<file path="src/rtl/tdm_demux_4ch_pkg.sv">
// Shared types and defaults for the 4-channel TDM demultiplexer.
package tdm_demux_4ch_pkg;

  localparam int DEF_CHANNELS = 4;
  localparam int DEF_SLOT_W   = 2;

  // Frame-alignment tracker: HUNT waits for FSYNC, LOCK follows the slot counter.
  typedef enum logic {
    ST_HUNT = 1'b0,
    ST_LOCK = 1'b1
  } state_e;

endpackage

</file>
<file path="src/rtl/tdm_demux_4ch_if.sv">
// Serial TDM input and parallel frame output bundle.
interface tdm_demux_4ch_if #(
  parameter int CHANNELS = 4,
  parameter int SLOT_W   = 2
);
  logic                en;
  logic                din;
  logic                fsync;
  logic [CHANNELS-1:0] ch_out;
  logic                frame_valid;
  logic [SLOT_W-1:0]   slot;
  logic                locked;
  logic                sync_err;

  modport master (
    output en, din, fsync,
    input  ch_out, frame_valid, slot, locked, sync_err
  );

  modport slave (
    input  en, din, fsync,
    output ch_out, frame_valid, slot, locked, sync_err
  );
endinterface

</file>
<file path="src/rtl/tdm_demux_4ch_mod_counter.sv">
// Wrapping slot counter with synchronous clear, load-to-one and increment enable.
module mod_counter #(
  parameter int W = 2
) (
  input  logic         clk,
  input  logic         rst,
  input  logic         clr,
  input  logic         load1,
  input  logic         inc,
  output logic [W-1:0] count
);
  logic [W-1:0] count_reg;

  // Clear beats load-1, which beats increment; natural wrap gives mod 2**W.
  always_ff @(posedge clk) begin
    if (rst || clr)
      count_reg <= '0;
    else if (load1)
      count_reg <= W'(1);
    else if (inc)
      count_reg <= count_reg + W'(1);
  end

  assign count = count_reg;
endmodule

</file>
<file path="src/rtl/tdm_demux_4ch.sv">
// TDM receive demultiplexer: assembles CHANNELS serial slots into a shadow word and
// publishes complete frames in parallel, tracking FSYNC alignment with HUNT/LOCK.
module tdm_demux_4ch
  import tdm_demux_4ch_pkg::*;
#(
  parameter int CHANNELS = DEF_CHANNELS,
  parameter int SLOT_W   = DEF_SLOT_W
) (
  input  logic            clk,
  input  logic            rst,
  tdm_demux_4ch_if.slave  bus
);
  state_e              state_reg, state_next;
  logic [CHANNELS-1:0] shadow_reg, shadow_next;
  logic [CHANNELS-1:0] ch_out_reg, ch_out_next;
  logic                frame_valid_reg, frame_valid_next;
  logic                sync_err_reg, sync_err_next;
  logic [SLOT_W-1:0]   slot;
  logic [CHANNELS-1:0] slot_hit;
  logic                cnt_clr, cnt_load1, cnt_inc;
  logic                at_slot0, at_last;

  mod_counter #(.W(SLOT_W)) u_slot_cnt (
    .clk   (clk),
    .rst   (rst),
    .clr   (cnt_clr),
    .load1 (cnt_load1),
    .inc   (cnt_inc),
    .count (slot)
  );

  for (genvar gi = 0; gi < CHANNELS; gi++) begin : g_slot_dec
    assign slot_hit[gi] = (slot == SLOT_W'(gi));
  end

  assign at_slot0 = slot_hit[0];
  assign at_last  = slot_hit[CHANNELS-1];

  always_ff @(posedge clk) begin
    if (rst) begin
      state_reg       <= ST_HUNT;
      shadow_reg      <= '0;
      ch_out_reg      <= '0;
      frame_valid_reg <= 1'b0;
      sync_err_reg    <= 1'b0;
    end else begin
      state_reg       <= state_next;
      shadow_reg      <= shadow_next;
      ch_out_reg      <= ch_out_next;
      frame_valid_reg <= frame_valid_next;
      sync_err_reg    <= sync_err_next;
    end
  end

  always_comb begin
    state_next       = state_reg;
    shadow_next      = shadow_reg;
    ch_out_next      = ch_out_reg;
    frame_valid_next = 1'b0;
    sync_err_next    = 1'b0;
    cnt_clr          = 1'b0;
    cnt_load1        = 1'b0;
    cnt_inc          = 1'b0;

    if (bus.en) begin
      case (state_reg)
        ST_HUNT: begin
          if (bus.fsync) begin
            shadow_next[0] = bus.din;
            cnt_load1      = 1'b1;
            state_next     = ST_LOCK;
          end
        end
        default: begin
          if (bus.fsync == at_slot0) begin
            for (int i = 0; i < CHANNELS; i++)
              if (slot_hit[i]) shadow_next[i] = bus.din;
            cnt_inc = 1'b1;
            // The last bit bypasses the shadow so the frame lands in one step.
            if (at_last) begin
              ch_out_next      = {bus.din, shadow_reg[CHANNELS-2:0]};
              frame_valid_next = 1'b1;
            end
          end else if (bus.fsync) begin
            sync_err_next  = 1'b1;
            shadow_next[0] = bus.din;
            cnt_load1      = 1'b1;
          end else begin
            sync_err_next = 1'b1;
            cnt_clr       = 1'b1;
            state_next    = ST_HUNT;
          end
        end
      endcase
    end
  end

  assign bus.ch_out      = ch_out_reg;
  assign bus.frame_valid = frame_valid_reg;
  assign bus.slot        = slot;
  assign bus.locked      = (state_reg == ST_LOCK);
  assign bus.sync_err    = sync_err_reg;
endmodule
</file>
<file path="src/flat_wrapper.sv">
// flat-port wrapper written by rule: the top's interface ports become plain ports
module tdm_demux_4ch_flat import tdm_demux_4ch_pkg::*;
#(
  parameter int CHANNELS = DEF_CHANNELS,
  parameter int SLOT_W   = DEF_SLOT_W
)
  (clk, rst, bus_en, bus_din, bus_fsync, bus_ch_out, bus_frame_valid, bus_slot, bus_locked, bus_sync_err);
  tdm_demux_4ch_if #(.CHANNELS(CHANNELS), .SLOT_W(SLOT_W)) bus_i ();
  input  logic clk;
  input  logic rst;
  input wire logic [$bits(bus_i.en)-1:0] bus_en;
  input wire logic [$bits(bus_i.din)-1:0] bus_din;
  input wire logic [$bits(bus_i.fsync)-1:0] bus_fsync;
  output wire logic [$bits(bus_i.ch_out)-1:0] bus_ch_out;
  output wire logic [$bits(bus_i.frame_valid)-1:0] bus_frame_valid;
  output wire logic [$bits(bus_i.slot)-1:0] bus_slot;
  output wire logic [$bits(bus_i.locked)-1:0] bus_locked;
  output wire logic [$bits(bus_i.sync_err)-1:0] bus_sync_err;
  assign bus_i.en = bus_en;
  assign bus_i.din = bus_din;
  assign bus_i.fsync = bus_fsync;
  assign bus_ch_out = bus_i.ch_out;
  assign bus_frame_valid = bus_i.frame_valid;
  assign bus_slot = bus_i.slot;
  assign bus_locked = bus_i.locked;
  assign bus_sync_err = bus_i.sync_err;
  tdm_demux_4ch #(.CHANNELS(CHANNELS), .SLOT_W(SLOT_W)) u_core (.clk(clk), .rst(rst), .bus(bus_i));
endmodule
</file>
<file path="config.mk">
export PLATFORM = sky130hd
export DESIGN_NAME = tdm_demux_4ch_flat
export DESIGN_NICKNAME = d
export VERILOG_FILES = /design/src/rtl/tdm_demux_4ch_pkg.sv /design/src/rtl/tdm_demux_4ch_if.sv /design/src/rtl/tdm_demux_4ch_mod_counter.sv /design/src/rtl/tdm_demux_4ch.sv /design/src/flat_wrapper.sv
export SDC_FILE = /design/constraint.sdc
export NUM_CORES = 1
export LEC_CHECK = 0
export BUFFER_PORTS_ARGS = -buffer_cell sky130_fd_sc_hd__buf_4
export CORE_AREA = 2 2 39 41
export DETAILED_ROUTE_END_ITERATION = 8
export DIE_AREA = 0 0 41 43
export PLACE_DENSITY = 0.67
export SKIP_LAST_GASP = 1
export SLEW_MARGIN = 25
export SYNTH_ARGS = -nofsm -noshare
export SYNTH_HDL_FRONTEND = slang
export SYNTH_HIERARCHICAL = 1
export SYNTH_SLANG_ARGS = --single-unit
</file>
<file path="constraint.sdc">
create_clock -name clk -period 3.6 [get_ports clk]
set_clock_uncertainty 0.1 [all_clocks]
set_input_delay 0.72 -clock clk [delete_from_list [all_inputs] [get_ports clk]]
set_output_delay 0.72 -clock clk [all_outputs]
set_load 0.02 [all_outputs]
</file>
# Word-level counts from Yosys, hierarchy flattened
# Cells that the tools add are included.
# totals
wordCells	49
n_memories	0
output_inout_bits	9
ramBits	0
latchBits	0
rom_bits	0
register_bits	12
in_bits	5
# op_classes
n_mux	21
bitwise	3
n_div	0
multipliers	0
n_reduce_logical	10
shifts	0
eq_ne	5
order_cmp	0
add_sub_neg	1
# op_table
operator	n
two-way mux 1 bit	21
AND reduction 4 bit	3
== test 2 bit (second input constant)	2
OR reduction 4 bit	1
!= test 3 bit (second input constant)	1
NOT 1 bit	3
OR reduction 3 bit	1
adder 2 x 1 -> 2 bit (second input constant)	1
== test 2 x 1 -> 1 bit (second input constant)	1
logical NOT 2 bit	1
AND reduction 2 bit	1
nonzero test 2 bit	1
OR reduction 2 bit	1
== test 1 bit	1
logical OR 1 bit	1

# Logic depth before layout (Yosys ltp)
# depth
word_depth	7
ltp_mapped	7
mapped_depth_nobuf	7

# Modules after synthesis
# The synthesis kept the hierarchy.
# modules_own_cells
mod	seq_area_each_um2	area_each_um2	cells_per_inst	instances
tdm_demux_4ch	200.2	490.5	58	1
mod_counter	40.0	92.6	8	1

# Worst setup path before layout
# No wires, ideal clock.
# synth_path
path_kind	register -> register
start	register u_core.u_slot_cnt.count_reg[0], in the netlist u_core/u_slot_cnt/count[0]
end	register u_core.u_slot_cnt.count_reg[1], in the netlist u_core/u_slot_cnt/count[1]
stages_incl_launch_ff	8
path_buffers	0
required_time_ns	3.397
synth_period_minus_slack_ns	2.008
t_arrival_ns	1.805
path_slack_ns	1.592
setup_time_ns	0.103
path_cell_list	dfxtp_1 or2_4 inv_1 ha_1 nand3_1 inv_1 nand3b_1 a2111oi_2
# synth_via
word_cells_on_any_way	14
cone_classes	add/sub: 1; eq/ne: 1; mux: 9; reduce/logical: 3
# synth_rtl
item	line	source
from (decl)	tdm_demux_4ch_mod_counter.sv:12	logic [W-1:0] count_reg;
from (signal assigned)	tdm_demux_4ch_mod_counter.sv:21	count_reg <= count_reg + W'(1);
logical NOT 2 bit	tdm_demux_4ch.sv:33	assign slot_hit[gi] = (slot == SLOT_W'(gi));
== test 1 bit	tdm_demux_4ch.sv:75	if (bus.fsync == at_slot0) begin
two-way mux 1 bit	tdm_demux_4ch.sv:75	
two-way mux 1 bit	tdm_demux_4ch.sv:66	case (state_reg)
two-way mux 1 bit	tdm_demux_4ch.sv:65	if (bus.en) begin
named net u_core.cnt_inc	tdm_demux_4ch.sv:20	logic cnt_clr, cnt_load1, cnt_inc;
# The timed path passes the listed nets, and every way through them passes these cells.
# A chain may end at the register's enable or synchronous reset.

# Worst setup path in the final report
# Same ends and word-level chain as after synthesis.

==> impl_results.md <==
* Worst Path Arrival at roughly 2.1 ns
* Hold Path Depth at 2
* Post-CTS Setup Inserts at 0
* Worst hold endpoint: u_core/bus.ch_out[2]
* Largest net degree at the start of global routing at 14
* Setup violations, final at 0
* Critical Path, Cell by Cell: or2_4, inv_1, ha_1, nand3_1, inv_1, nand3b_1, a2111oi_2
* Width of the die at a little over 40 µm
* RR Startpoint: u_core/u_slot_cnt/count[0]
* Antenna Nets Post-Route at 0
* Pwr/cell area at roughly 360 mW/mm²
* Port buffer count at 13
* Pre-CTS setup slack at about 1.4 ns
* GR Util All Layers at 0.149
* DR pass1 iterations at 4
* CTS root buf: clkbuf_4
* Commonest cells in the netlist: dfxtp_1, a21oi_1, o21ai_0
* Worst Setup Slack, final at roughly 1.5 ns
* Tot Pwr at about 260 µW
* CP max-delay cell: dfxtp_1
* Layout Cells excl Fill at 96
* Initial antenna violation count at 0
* Die area at around 0.0018 mm²
* Drt wl/cell at approximately 12 µm
* Clk_lat worst skew at between 0.2 and 0.3 ns
* Startpoint Class: register
* Max_slew headroom at 0.759
* Cell mode on critical path: inv_1
* Dominant cells by area after synthesis: dfxtp_1, a21oi_1, ha_1, o21ai_0, nand3_1
* Yosys warnings at 6
* Critical setup path kind: register to register
* CP startpoint: u_core/u_slot_cnt/count[0]
* Gates resized, CTS repair at 0
* Clock tree sinks at 12
* Synth async-reset ratio at 0
* Required time of the critical path at between 3 and 4 ns
* Maximum level of the CTS H-tree at 1
* Most numerous cell in the Yosys netlist: dfxtp_1
* CTS tree: done
* Bufs on Longest Clock Path at 2
* I/O pin cnt at 14
* DR iter-0 viols at 18
* Yosys top cell area share at 0.412
* Ant diodes at 0
* Final setup TNS at 0 ns
* Largest register FFs at 4
* Vias in the first global route at approximately 410
* R2r worst-path depth at 7
* Area grow syn2layout at 22.5%
* Main flop type after synthesis: dfxtp_1
* Pin slew with the least headroom to its limit at 0.362 ns
* Syn nets at between 70 and 80
* Period utilization at 0.575
* Final hold viol count at 0
* Leak pwr at roughly 0.30 nW
* Core outline area at 0.00138 mm²
* Avg Cell Area, Syn at between 8 and 9 µm²
* Worst reg2reg endpoint: u_core/u_slot_cnt/count[1]
* CTS Buf Count at 3
* Detailed Route WL at ~1100 µm
* First-pass GRT wire length at about 1700 µm
* Max-capacitance violation count at 0
* DP Cell Count at 93
* Maximum clock frequency at between 0.4 and 0.5 GHz
* DRC violations left at 0
* # rows at 14
* Cell Area, Synth at approximately 600 µm²
* CP bufs+invs at 2
* Initial Util at 0.421
* Post-synth EDFFs at 0
* FF+latch count, synth at 12
* Final Wtd Congestion at roughly 0.75
* Hold_ws at 0.373 ns
* Delay-heaviest family, CP: flip-flops
* Max-slew violation count at 0
* VDD IR max at 260 µV
* Via count at 519
* # nets final at 90
* Outcome: finished, final reports clean
* Hold Startpoint: u_core/shadow_reg[2]
* Clock-pin slew on the worst setup and hold paths at approximately 0.06 ns
* Post-DP HPWL at roughly 800 µm
* Grt ovf at 0
* Reg2Reg Setup Slack at roughly 1.5 ns
* Sequential cell area fraction in the yosys report at 0.412
* Die height at around 43 µm
* Hold crit path type: register to register
* Layout cells sized above 1 at 0.225
* Fill count at roughly 150
* CP peak stage delay at approximately 0.54 ns
* DR vias/cell at ~5.4
* Setup crit end kind: register
* Post-CTS Hold Fix Bufs at 0
* RSZ-0062 raised after global routing: false
* Min Tclk post-route at 2.07 ns
* Largest area contributor in the netlist: dfxtp_1
* Synth Instances at 66
* Worst-path maximum fanout at 12
* Post-synth cell types at 25
==> power by group <==
part / switching [mW] / internal (mW)
logic: 0.0216 / 0.0165
clock network: 0.0384 / 0.0386
registers: 0.00613 / 0.136
total: 0.0661 / 0.191
==> stage by stage <==
step	utilization	area, µm²
finish	0.516	714
global route	0.516	714
CTS	0.516	714
detailed placement	0.500	692
global placement	0.500	692
floorplan	-	583
==> metal layers <==
layer  part of all wire  wire, µm  global-route usage
met1               0.49       538               0.197
met2               0.42       469               0.197
met3              0.082        91              0.0785
met4             0.0081         9              0.0600
met5                  0         0                   0
==> worst max path at each step <==
stage / endpoint / slack [ns] / depth (start not counted)
after floorplan: u_core/u_slot_cnt/count[1] / 1.59 / 7
after global placement: u_core/u_slot_cnt/count[1] / 1.46 / 7
after detailed placement: u_core/u_slot_cnt/count[1] / 1.44 / 7
after CTS: u_core/u_slot_cnt/count[1] / 1.52 / 7
after global routing: u_core/u_slot_cnt/count[1] / 1.35 / 7
final: u_core/u_slot_cnt/count[1] / 1.53 / 7
==> layout make-up <==
class,instances,area [µm²],area share
Timing Repair Buffer,13,97.6,0.137
Inverter,5,18.8,0.0263
Clock buffer,3,22.5,0.0315
Tap cell,16,20.0,0.0280
Multi-Input combinational cell,47,315,0.441
Sequential cell,12,240,0.336
==> cells by family (layout without fill, tap and decap cells) <==
logic type / Yosys count / after routing / synth area share
AO/OA/AOI/OAI: 18 / 18 / 0.193
XOR/XNOR: 1 / 1 / 0.0150
adder cells (fa/ha/maj): 3 / 3 / 0.0644
buffers and inverters: 7 / 21 / 0.0472
flip-flops: 12 / 12 / 0.412
multiplexers: 2 / 2 / 0.0343
AND/OR/NAND/NOR: 23 / 23 / 0.234
==> cell usage in the layout (no fill, tap or decap), drive strengths merged <==
cell / count
a2111oi: 1
a21bo: 1
a21oi: 8
a311o: 1
and3: 1
and4: 1
buf: 13
clkbuf: 3
dfxtp: 12
ha: 3
inv: 5
mux2i: 2
nand2: 2
nand2b: 3
nand3: 5
nand3b: 1
nand4: 1
nand4b: 2
nor2: 2
nor3: 3
o21a: 1
o21ai: 6
or2: 1
or2b: 1
xor2: 1
==> worst reg2reg max path: cells and delay by family (launching register included) <==
kind	cells	cell delay, ns
flip-flops	1	0.54
AND/OR/NAND/NOR	3	0.46
AO/OA/AOI/OAI	1	0.35
adder cells (fa/ha/maj)	1	0.30
buffers and inverters	2	0.23
(Power assumes the default switching activity.)
